==> src/rtl/link_align_ctrl.sv <==
`timescale 1ns/1ps
`default_nettype none
// ============================================================================
//  Module      : link_align_ctrl
//  Description : Deserializer delay-scan controller. Steps the delay code
//                through every value, pulses the deserializer reset and lets
//                it settle, then judges each code over a dwell window. The
//                centre of the longest run of passing codes is applied and
//                the link is monitored. A sustained loss of alignment starts
//                an automatic rescan.
//  Ports       : clk          - single clock
//                reset        - asynchronous, active-low
//                start        - one-cycle scan request (IDLE / FAIL only)
//                aligned      - alignment flag from the data extractor
//                errorCount   - error counter from the data extractor
//                delay        - delay code driven to the deserializer
//                desrReset    - active-low reset to deserializer/extractor
//                busy         - scan in progress
//                locked       - final delay applied and link aligned
//                fail         - last scan found no passing code
//                bestDelay    - chosen delay code
//                relockCount  - automatic rescans, saturating at 255
//  Revision    : 1.0 - initial release
// ============================================================================
module link_align_ctrl #(
    parameter int DWIDTH  = 6,
    parameter int RSTCYC  = 8,
    parameter int SETTLE  = 64,
    parameter int DWELL   = 256,
    parameter int LOSSCYC = 16
) (
    input  logic              clk,
    input  logic              reset,
    input  logic              start,
    input  logic              aligned,
    input  logic [5:0]        errorCount,
    output logic [DWIDTH-1:0] delay,
    output logic              desrReset,
    output logic              busy,
    output logic              locked,
    output logic              fail,
    output logic [DWIDTH-1:0] bestDelay,
    output logic [7:0]        relockCount
);

    // ------------------------------------------------------------------
    // State encoding
    // ------------------------------------------------------------------
    localparam logic [2:0] c_IDLE   = 3'd0;
    localparam logic [2:0] c_RST    = 3'd1;
    localparam logic [2:0] c_SETTLE = 3'd2;
    localparam logic [2:0] c_DWELL  = 3'd3;
    localparam logic [2:0] c_NEXT   = 3'd4;
    localparam logic [2:0] c_APPLY  = 3'd5;
    localparam logic [2:0] c_LOCKED = 3'd6;
    localparam logic [2:0] c_FAIL   = 3'd7;

    // One shared phase counter covers RST, SETTLE and DWELL.
    localparam int c_CMAX_RS = (RSTCYC > SETTLE) ? RSTCYC : SETTLE;
    localparam int c_CMAX    = (c_CMAX_RS > DWELL) ? c_CMAX_RS : DWELL;
    localparam int c_CW      = $clog2(c_CMAX + 1);
    localparam int c_LW      = $clog2(LOSSCYC + 1);

    localparam logic [c_CW-1:0]   c_RST_LAST    = c_CW'(RSTCYC - 1);
    localparam logic [c_CW-1:0]   c_SETTLE_LAST = c_CW'(SETTLE - 1);
    localparam logic [c_CW-1:0]   c_DWELL_LAST  = c_CW'(DWELL - 1);
    localparam logic [c_CW-1:0]   c_CNT_ONE     = c_CW'(1);
    localparam logic [c_LW-1:0]   c_LOSS_LAST   = c_LW'(LOSSCYC - 1);
    localparam logic [c_LW-1:0]   c_LOSS_ONE    = c_LW'(1);
    localparam logic [DWIDTH-1:0] c_TOP         = {DWIDTH{1'b1}};
    localparam logic [DWIDTH-1:0] c_DLY_ONE     = DWIDTH'(1);
    localparam logic [DWIDTH:0]   c_LEN_ONE     = (DWIDTH+1)'(1);

    // ------------------------------------------------------------------
    // Registered state
    // ------------------------------------------------------------------
    logic [2:0]        r_state;
    logic [c_CW-1:0]   r_cnt;
    logic [c_LW-1:0]   r_loss;
    logic [5:0]        r_errSample;
    logic              r_winOk;      // aligned seen high on every dwell cycle so far
    logic              r_pass;       // verdict of the code just judged
    logic              r_applying;   // RST/SETTLE sequence belongs to APPLY
    logic [DWIDTH-1:0] r_curStart;
    logic [DWIDTH:0]   r_curLen;
    logic [DWIDTH-1:0] r_bestStart;
    logic [DWIDTH:0]   r_bestLen;

    // ------------------------------------------------------------------
    // Combinational helpers
    // ------------------------------------------------------------------
    logic [DWIDTH-1:0] w_curStart;
    logic [DWIDTH:0]   w_curLen;
    logic [DWIDTH-1:0] w_bestStart;
    logic [DWIDTH:0]   w_bestLen;
    logic [DWIDTH-1:0] w_centre;
    logic [5:0]        w_sample;
    logic              w_launch;
    logic              w_relock;

    // Run tracking for the NEXT state. A strictly longer run is required
    // to replace the best, so ties keep the earlier run. Runs never wrap
    // because the scan stops at the top code.
    always_comb begin
        w_curStart  = r_curStart;
        w_curLen    = r_curLen;
        w_bestStart = r_bestStart;
        w_bestLen   = r_bestLen;
        if (r_pass) begin
            if (r_curLen == '0) begin
                w_curStart = delay;
            end
            w_curLen = r_curLen + c_LEN_ONE;
            if (w_curLen > r_bestLen) begin
                w_bestLen   = w_curLen;
                w_bestStart = w_curStart;
            end
        end else begin
            w_curLen = '0;
        end
    end

    // Floor of the run centre: start + (len-1)/2. The sum never exceeds
    // the last code of the run, so truncation to DWIDTH bits is exact.
    always_comb begin
        w_centre = r_bestStart + DWIDTH'((r_bestLen - c_LEN_ONE) >> 1);
    end

    // The reference error count is taken on the first dwell cycle; on that
    // cycle the live value stands in for the not-yet-stored sample.
    always_comb begin
        w_sample = (r_cnt == '0) ? errorCount : r_errSample;
    end

    always_comb begin
        w_relock = (r_state == c_LOCKED) && !aligned && (r_loss == c_LOSS_LAST);
        w_launch = (((r_state == c_IDLE) || (r_state == c_FAIL)) && start) || w_relock;
    end

    // ------------------------------------------------------------------
    // Main FSM
    // ------------------------------------------------------------------
    always_ff @(posedge clk or negedge reset) begin
        if (!reset) begin
            r_state     <= c_IDLE;
            r_cnt       <= '0;
            r_loss      <= '0;
            r_errSample <= '0;
            r_winOk     <= 1'b0;
            r_pass      <= 1'b0;
            r_applying  <= 1'b0;
            r_curStart  <= '0;
            r_curLen    <= '0;
            r_bestStart <= '0;
            r_bestLen   <= '0;
            delay       <= '0;
            desrReset   <= 1'b0;
            busy        <= 1'b0;
            locked      <= 1'b0;
            fail        <= 1'b0;
            bestDelay   <= '0;
            relockCount <= '0;
        end else begin
            // Deserializer reset is released everywhere except while the
            // FSM is (or is about to be) in RST.
            desrReset <= 1'b1;

            if (w_launch) begin
                r_state     <= c_RST;
                r_cnt       <= '0;
                r_loss      <= '0;
                r_applying  <= 1'b0;
                r_curStart  <= '0;
                r_curLen    <= '0;
                r_bestStart <= '0;
                r_bestLen   <= '0;
                delay       <= '0;
                desrReset   <= 1'b0;
                busy        <= 1'b1;
                locked      <= 1'b0;
                fail        <= 1'b0;
                if (w_relock && (relockCount != 8'hFF)) begin
                    relockCount <= relockCount + 8'd1;
                end
            end else begin
                case (r_state)
                    c_IDLE: begin
                        r_cnt <= '0;
                    end

                    c_RST: begin
                        if (r_cnt == c_RST_LAST) begin
                            r_state <= c_SETTLE;
                            r_cnt   <= '0;
                        end else begin
                            r_cnt     <= r_cnt + c_CNT_ONE;
                            desrReset <= 1'b0;
                        end
                    end

                    c_SETTLE: begin
                        if (r_cnt == c_SETTLE_LAST) begin
                            r_cnt <= '0;
                            if (r_applying) begin
                                r_state    <= c_LOCKED;
                                r_applying <= 1'b0;
                                r_loss     <= '0;
                                locked     <= 1'b1;
                                busy       <= 1'b0;
                            end else begin
                                r_state <= c_DWELL;
                                r_winOk <= 1'b1;
                            end
                        end else begin
                            r_cnt <= r_cnt + c_CNT_ONE;
                        end
                    end

                    c_DWELL: begin
                        r_errSample <= w_sample;
                        if (r_cnt == c_DWELL_LAST) begin
                            r_pass  <= r_winOk && aligned && (errorCount == w_sample);
                            r_state <= c_NEXT;
                            r_cnt   <= '0;
                        end else begin
                            r_winOk <= r_winOk && aligned;
                            r_cnt   <= r_cnt + c_CNT_ONE;
                        end
                    end

                    c_NEXT: begin
                        r_curStart  <= w_curStart;
                        r_curLen    <= w_curLen;
                        r_bestStart <= w_bestStart;
                        r_bestLen   <= w_bestLen;
                        if (delay != c_TOP) begin
                            delay     <= delay + c_DLY_ONE;
                            r_state   <= c_RST;
                            desrReset <= 1'b0;
                        end else if (w_bestLen == '0) begin
                            r_state <= c_FAIL;
                            fail    <= 1'b1;
                            busy    <= 1'b0;
                        end else begin
                            r_state <= c_APPLY;
                        end
                    end

                    c_APPLY: begin
                        bestDelay  <= w_centre;
                        delay      <= w_centre;
                        r_applying <= 1'b1;
                        r_state    <= c_RST;
                        r_cnt      <= '0;
                        desrReset  <= 1'b0;
                    end

                    c_LOCKED: begin
                        if (aligned) begin
                            r_loss <= '0;
                        end else begin
                            r_loss <= r_loss + c_LOSS_ONE;
                        end
                    end

                    c_FAIL: begin
                        r_cnt <= '0;
                    end

                    default: begin
                        r_state <= c_IDLE;
                    end
                endcase
            end
        end
    end

endmodule
`default_nettype wire

==> config.mk <==
export PLATFORM = sky130hd
export DESIGN_NAME = link_align_ctrl
export DESIGN_NICKNAME = d
export VERILOG_FILES = /design/src/rtl/link_align_ctrl.sv
export SDC_FILE = /design/constraint.sdc
export NUM_CORES = 1
export LEC_CHECK = 0
export ABC_AREA = 1
export CAP_MARGIN = 0
export CORE_ASPECT_RATIO = 0.9
export CORE_UTILIZATION = 30
export DETAILED_ROUTE_END_ITERATION = 10
export PLACE_DENSITY_LB_ADDON = 0.05
export REMOVE_ABC_BUFFERS = 1
export SETUP_SLACK_MARGIN = 0.1
export SYNTH_ARGS = -nofsm -noshare
export SYNTH_HDL_FRONTEND = slang
export SYNTH_SLANG_ARGS = --single-unit
==> constraint.sdc <==
create_clock -name clk -period 3.1 [get_ports clk]
set_clock_uncertainty 0.15 [all_clocks]
set_input_delay 0.62 -clock clk [delete_from_list [all_inputs] [get_ports clk]]
set_output_delay 0.62 -clock clk [all_outputs]
set_load 0.05 [all_outputs]
---- After elaboration in Yosys (flattened, before gate mapping) ----
Cells that the tools add are included.
storage, ports and cells
  flip-flop bits (word level) ............. 76
  bits in latches ......................... 0
  RAM bits ................................ 0
  memory bits (read-only) ................. 0
  memories ................................ 0
operators by class
  add/subtract/negate cells ............... 7
  multiply operators ...................... 0
  divide/modulo/power cells ............... 0
  order comparisons ....................... 1
  eq/ne operators ......................... 25
  shift-type cells ........................ 0
  muxes and demuxes ....................... 62
  bitwise operators ....................... 1
  reductions and logical operators ........ 42
operators with widths
  cell                                                                    number
  6-bit 2-to-1 mux                                                        11
  7-bit 2-to-1 mux                                                        7
  9-bit 2-to-1 mux                                                        4
  9-bit case mux with 4 select lines                                      1
  1-bit 2-to-1 mux                                                        21
  3-bit != test (second input constant)                                   7
  5-bit 2-to-1 mux                                                        4
  3-bit 2-to-1 mux                                                        6
  2-bit nonzero test                                                      8
  3-bit case mux with 5 select lines                                      1
  3-bit AND reduction                                                     5
  7-bit logical NOT                                                       2
  3-bit equality test (second input constant)                             4
  6-bit case mux with 2 select lines                                      1
  2-bit AND reduction                                                     6
  3-bit nonzero test                                                      4
  5-bit case mux with 2 select lines                                      1
  5-bit AND reduction                                                     2
  9-bit by 1-bit adder with 9-bit output (second input constant)          1
  9-bit by 3-bit equality test with 1-bit output (second input constant)  1
  9-bit by 6-bit equality test with 1-bit output (second input constant)  1
  9-bit by 8-bit equality test with 1-bit output (second input constant)  1
  9-bit logical NOT                                                       1
  8-bit by 1-bit adder with 8-bit output (second input constant)          1
  25 further kinds                                                        37

---- Longest topological paths before layout ----
  depth in word-level cells ............... 9
  mapped depth ............................ 23
  depth with buffers taken out ............ 22

---- Least setup slack after synthesis ----
OpenSTA, ideal clock, no wires.
  path kind ............................... register to register
  start ................................... register r_curLen[0]
  end ..................................... register r_bestStart[0]
  library setup time ...................... 125 ps
  data arrival time ....................... 2329 ps
  data required time ...................... 2825 ps
  slack ................................... 496 ps
  stages on the path, launching flop included .. 14
  buffers on the path ..................... 0
  clock period less this slack ............ 2604 ps
  path through ............................ dfrtp_1 ha_1 nand3_1 nand2_1 nand2_1 inv_1 ha_1 nand2_1 nor2_1 nand2_1 nand2_2 nand3_2 o21ai_4 mux2_2
between the ends
  longest elaborated chain between the ends .. 6
  elaborated cells on any way between the ends .. 10
RTL lines
  what                                                                                            line  source
  from (decl)                                                                                     85    logic [DWIDTH:0] r_curLen;
  from (signal assigned)                                                                          233   r_curLen <= w_curLen;
  parallel branches: the longest is 6 deep, another holds 7-bit by 1-bit adder with 7-bit output  n/a
  to (signal assigned)                                                                            234   r_bestStart <= w_bestStart;
  to (decl)                                                                                       86    logic [DWIDTH-1:0] r_bestStart;
Parallel ways; which one is timed is not known. The select of a mux whose other input is x is not followed.
A chain may end at the register's enable or synchronous reset.

---- Worst setup path in the final report ----
  start ................................... register r_curLen[3]
  end ..................................... register r_bestStart[2]
Same word-level chain as after synthesis.

==> reports/metrics.yaml <==
timing:
  slew_headroom: 0.620
  tightest_slew_ns: 0.571
  rsz0062_at_grt: "no"
  final.setup.worst_slack_ns: 0.355
  min_period_ns: 2.74
  finalSetupViolCount: 0
  slew_viol_final: 0
  max_freq_mhz: 364
  hold_viol: 0
  period_share: 0.885
  tns_ns: 0
detailed_routing:
  post_drt_wl_per_cell_um: 14.1
  wirelength_um: 11400
  dr.first_iter.drc_count: 270
  post-route-drc-count: 0
  dr.pass1.iters: 4
  antenna_left: 0
  vias: 3803
  vias_per_cell: 4.71
synth:
  postSynthCellCount: 566
  yosysWarnings: 0
  ys_types: 45
  postSynth.asyncResetShare: 1.00
  syn_area_mm2: 0.00465
  ys_seq_area_frac: 0.409
  syn_avg_cell_area_um2: 8.22
  ys_ff_latch: 76
  synth_ff_type: "dfrtp_1"
  synth_edf_count: 0
clock_network:
  clkTransAtPathRegs_ns: 0.06
  clock-sinks: 76
  numCtsBuffers: 9
  cts_buffer_depth: 2
  cts_tree: "yes"
  root_buffer: "clkbuf_16"
  clk_latency_ns: 0.34
  cts_max_level: 3
power_and_ir_drop:
  p_sw_frac: 0.478
  peakVddDrop_uv: 450
  p_seq_frac: 0.260
  power_leakage_nw: 2.60
  p_clk_frac: 0.163
  intPower_mw: 3.05
  pwr-share-comb: 0.578
  p_per_area_mw_per_mm2: 1060
  switching_power_mw: 2.79
global_routing:
  grt_pass1_wl_um: 19000
  grt_max_degree: 40
  grt_usage: 0.154
  grt_pass1_vias: 3676
  grt_antenna_before_repair: 0
  gr-total-overflow: 0
critical_path:
  cp_max_fo: 8
  startpoint_type: "flip-flop"
  crit_required_ns: 3.17
  worstSetupEndpointType: "flip-flop"
  critPathKind: "reg2reg"
  r2r_slack_ns: 0.36
  worstPathArrival_ns: 2.82
layout:
  area_growth_syn_to_layout_pct: 18.3
  nFillCells: 1588
  final_common_cell: "nand2_1"
  postLayoutCoreUtil: 0.369
  final_nets: 641
  drive_above_1_share: 0.134
  final_cell_mix: "nand2_1 (125), inv_1 (74), dfrtp_1 (74)"
  antenna_cells: 0
  design_area_mm2: 0.00550
floorplan:
  rows: 42
  fp.coreArea_mm2: 0.0149
  start_util: 0.312
  num_io_pins: 34
  die_h_um: 120
  die_area_mm2: 0.0160
  die_w_um: 133
placed_design:
  dpl_worst_slack_ns: 0.165
  dpl-instance-area_mm2: 0.00520
  port_buffers: 33
  gp_congestion: 0.801
  dp_hpwl_um: 8490
flow_run:
  drv_cap: 0
hold_path:
  worstHoldPathType: "in2async"
status:
  status: "finished clean"
-- routing by layer --
| metal | track usage | up-vias | share of wire |
|---|---|---|---|
| met5 | 0 | - | 0 |
| met4 | 0.0398 | 0 | 0.0063 |
| met3 | 0.0427 | 7 | 0.028 |
| met2 | 0.238 | 44 | 0.46 |
| met1 | 0.210 | 1803 | 0.50 |
| li1 | - | 1949 | - |
-- logic make-up after synthesis --
family / Yosys count / synth area share
AND/OR/NAND/NOR: 252 / 0.267
flip-flops: 76 / 0.409
AO/OA/AOI/OAI: 85 / 0.106
adder cells (fa/ha/maj): 24 / 0.0661
multiplexers: 11 / 0.0266
buffers and inverters: 95 / 0.0828
XOR/XNOR: 23 / 0.0433
-- path summary, 6_finish.rpt --
kind	startpoint	end	depth (start not counted)
worst max-delay path	r_curLen[3]	r_bestStart[2]	13
worst min-delay path	reset	r_curLen[4]	1
worst max register to register	r_curLen[3]	r_bestStart[2]	13
worst min register to register	busy	busy	2
max in group asynchronous	reset	r_loss[4]	2
min in group clk	busy	busy	2
-- power groups by stage --
stage,registers [mW],logic (mW),clock network (mW)
4_1_cts,1.52,3.31,1.00
6_report,1.52,3.38,0.951
5_1_grt,1.56,3.75,1.04
3_5_place_dp,1.54,3.30,0
2_1_floorplan,1.76,2.17,0
3_3_place_gp,1.54,3.29,0
-- flip-flops by register name (all words and copies together) (netlist names), 5 cells and up --
register,cells
r_cnt,9
r_loss,5
bestDelay,6
r_bestStart,6
r_curLen,7
r_bestLen,7
delay,6
r_curStart,6
r_errSample,6
relockCount,8
-- critical path, stage by stage (launching register included) --
cell and delay [ns]:
dfrtp_1 0.46, nand2_1 0.08, nor2_1 0.13, nand2_1 0.06
nand2_1 0.05, nand2_1 0.10, ha_1 0.31, nand2_1 0.08
nor2_2 0.17, nand2_1 0.09, nand2_2 0.16, nand3_4 0.15
o21ai_4 0.27, mux2_2 0.36
-- cell usage after synthesis (2+ instances only) --
master      n  area [um2]
xor2_1     12         105
nor2_4      6        67.6
inv_1      74         278
a21oi_1    23         115
o21a_1      4        30.0
nor2_1     32         120
ha_1       23         288
o22ai_1    14        87.6
xnor2_1    11        96.3
buf_6       2        22.5
o21ai_1     4        20.0
nand3_1    33         165
nand4_1    13        81.3
nor3_4      2        32.5
dfrtp_1    76        1900
mux2_2     11         124
inv_2      10        37.5
o31ai_1     3        22.5
o21ai_0    28         140
inv_4       2        12.5
nand2_2     7        43.8
a31oi_1     3        18.8
buf_2       4        20.0
nor3_2      2        20.0
nand3_2     3        30.0
o21ai_2     2        17.5
nand4_2     2        25.0
nand2_1   125         469
clkbuf_1    2        7.51
nor2_2      4        25.0
nor3_1     14        70.1
or2_2       2        12.5
-- area by class of cell --
cell class,instances,area (um2),share of cell area
multi-input combinational,395,2380,0.433
sequential,76,1900,0.346
timing repair buffer,39,385,0.0700
inverter,86,328,0.0596
tap,198,248,0.0450
clock buffer,11,243,0.0441
clock inverter,3,15.0,0.00273
-- per-stage QoR --
step                hold WS, ns  power, mW  instances
floorplan                 0.174       3.93        557
global placement          0.315       4.83        790
detailed placement        0.315       4.83        790
CTS                       0.143       5.84        804
global route              0.164       6.36        808
finish                    0.130       5.85        808
-- repair_timing --
| item | in CTS | in global routing |
|---|---|---|
| hold buffers | 0 | 0 |
| gates resized for setup | 0 | 6 |
| setup buffers | 0 | 4 |
| setup endpoints to repair | 0 | 9 |
| hold endpoints to repair | 0 | 0 |
(Power assumes the default switching activity.)
==> RTL change (config.mk and constraints unchanged) <==
Make the reset (`reset`) synchronous in one clocked block. Comments in the files are not updated.
--- a/src/rtl/link_align_ctrl.sv
+++ b/src/rtl/link_align_ctrl.sv
@@ -140,7 +140,7 @@
     // ------------------------------------------------------------------
     // Main FSM
     // ------------------------------------------------------------------
-    always_ff @(posedge clk or negedge reset) begin
+    always_ff @(posedge clk) begin
         if (!reset) begin
             r_state     <= c_IDLE;
             r_cnt       <= '0;
Check against the original RTL: differs if reset is asserted again (counterexample within 4 cycles, from zero or initial values and one cycle with reset low); with reset held inactive, the same outputs for 10 cycles.
==> RTL change against the original RTL <==
Sequential cell count unchanged; design area shrank 6.5%; routed wire length decreased by 5.9%; count of clock-buffer cells in the layout decreased by 2; area after synthesis fell by 8.0%; via count rose by 2.2%; setup slack improved by 130 ps; die area is 7.9% lower; cell count grew 4.3%; non-clock buffer count unchanged; largest cell class unchanged.
Power is not compared: it rests on default switching activity, and its combinational part moved more than twofold at a synthesized area within 25%.
==> RTL change: results (changes against the original RTL) <==
run status complete, no violations (unchanged); FFs w/ async S/R, synth 0 (was 1.00); vias in the first global route 3560 (was 3676); synth warn 0 (unchanged); Largest stage delay, worst path 460 ps (about the same); largest net degree at the start of global routing 22 (was 40); initial core utilization 0.307 (was 0.312); biggest regs r_cnt x9, relockCount x8 (unchanged); Area contributors post-synth dfxtp_1 36%, nand2_1 11%, inv_1 7.5% (was dfrtp_1 41%, nand2_1 10%, ha_1 6.2%); post-synthesis sequential area ratio 0.356 (was 0.409); nets 680 (was 641); average size of a mapped cell 6.98 sq um (was 8.22 sq um); vias per cell 4.61 (was 4.71); post-synth cell types 42 (was 45); Post-synth top flop dfxtp_1 (was dfrtp_1); Hold Crit Start fail$_SDFFE_PP0P_; Slowest cell on crit path dfxtp_1 (was dfrtp_1); FF-to-FF path depth 15 (was 13); Fillers 1501 (was 1588); Hold Path Class reg2reg (was in2async); initial antenna violation count 0 (unchanged); crit end category register (unchanged); Rel. slew slack 0.621 (was 0.620); All-Layer GR Usage 0.154 (about the same); Worst Setup SP r_curLen[2]$_SDFFE_PP0P_ (was r_curLen[3]$_DFFE_PN0P_); top cells by count, synth 120 x nand2_1, 86 x inv_1, 76 x dfxtp_1 (was 125 x nand2_1, 76 x dfrtp_1, 74 x inv_1); Gate power share 0.104; share of cells above drive strength 1 0.0877 (was 0.134); Placed Instance Area 4810 sq um (was 5200 sq um); Min Hold Slack 309 ps (was 130 ps); first-pass GRT wire length 17600 um (was 19000 um); pre-CTS setup slack 499 ps (was 165 ps); crit path max fanout 10 (was 8); Reg2Reg Setup Slack 490 ps (was 360 ps); GPL Wtd Cong 0.776 (was 0.801); Routed WL per cell 12.7 um (was 14.1 um); Detail Placement HPWL 8050 um (was 8490 um); Post-CTS Setup Bufs 0 (unchanged); Final Cycle Share 0.843 (was 0.885); crit path to r_bestStart[3]$_SDFFE_PP0P_ (was r_bestStart[2]$_DFFE_PN0P_); Starting DRT DRC Count 198 (was 270); Inst Count DP 828 (was 790); Routed WL 10700 um (was 11400 um); Arr. time, crit path 2730 ps (was 2820 ps)
RTL change: kinds of logic after synthesis:
kind of cell | Yosys count | share of synthesized area
simple gates | 253 | 0.263
compound gates | 130 | 0.172
flops | 76 | 0.356
mux | 1 | 0.00234
buf+inv | 114 | 0.105
fa+ha+maj | 24 | 0.0719
xor+xnor | 15 | 0.0307
RTL change: area by class of cell:
class / count / area [sq um] / share of cell area
clock buffers: 9 / 225 / 0.0437
clock inverters: 6 / 111 / 0.0216
inverters: 97 / 365 / 0.0710
multi-input cells: 423 / 2310 / 0.448
flip-flops and latches: 76 / 1520 / 0.296
well taps: 193 / 241 / 0.0469
repair buffers: 39 / 375 / 0.0729
RTL change: metal layers:
layer / vias up / GRT usage / part of all wire
met5: - / 0 / 0
met4: 0 / 0.0541 / 0.016
met3: 13 / 0.0358 / 0.029
met2: 46 / 0.232 / 0.43
met1: 1770 / 0.214 / 0.53
li1: 2056 / - / -
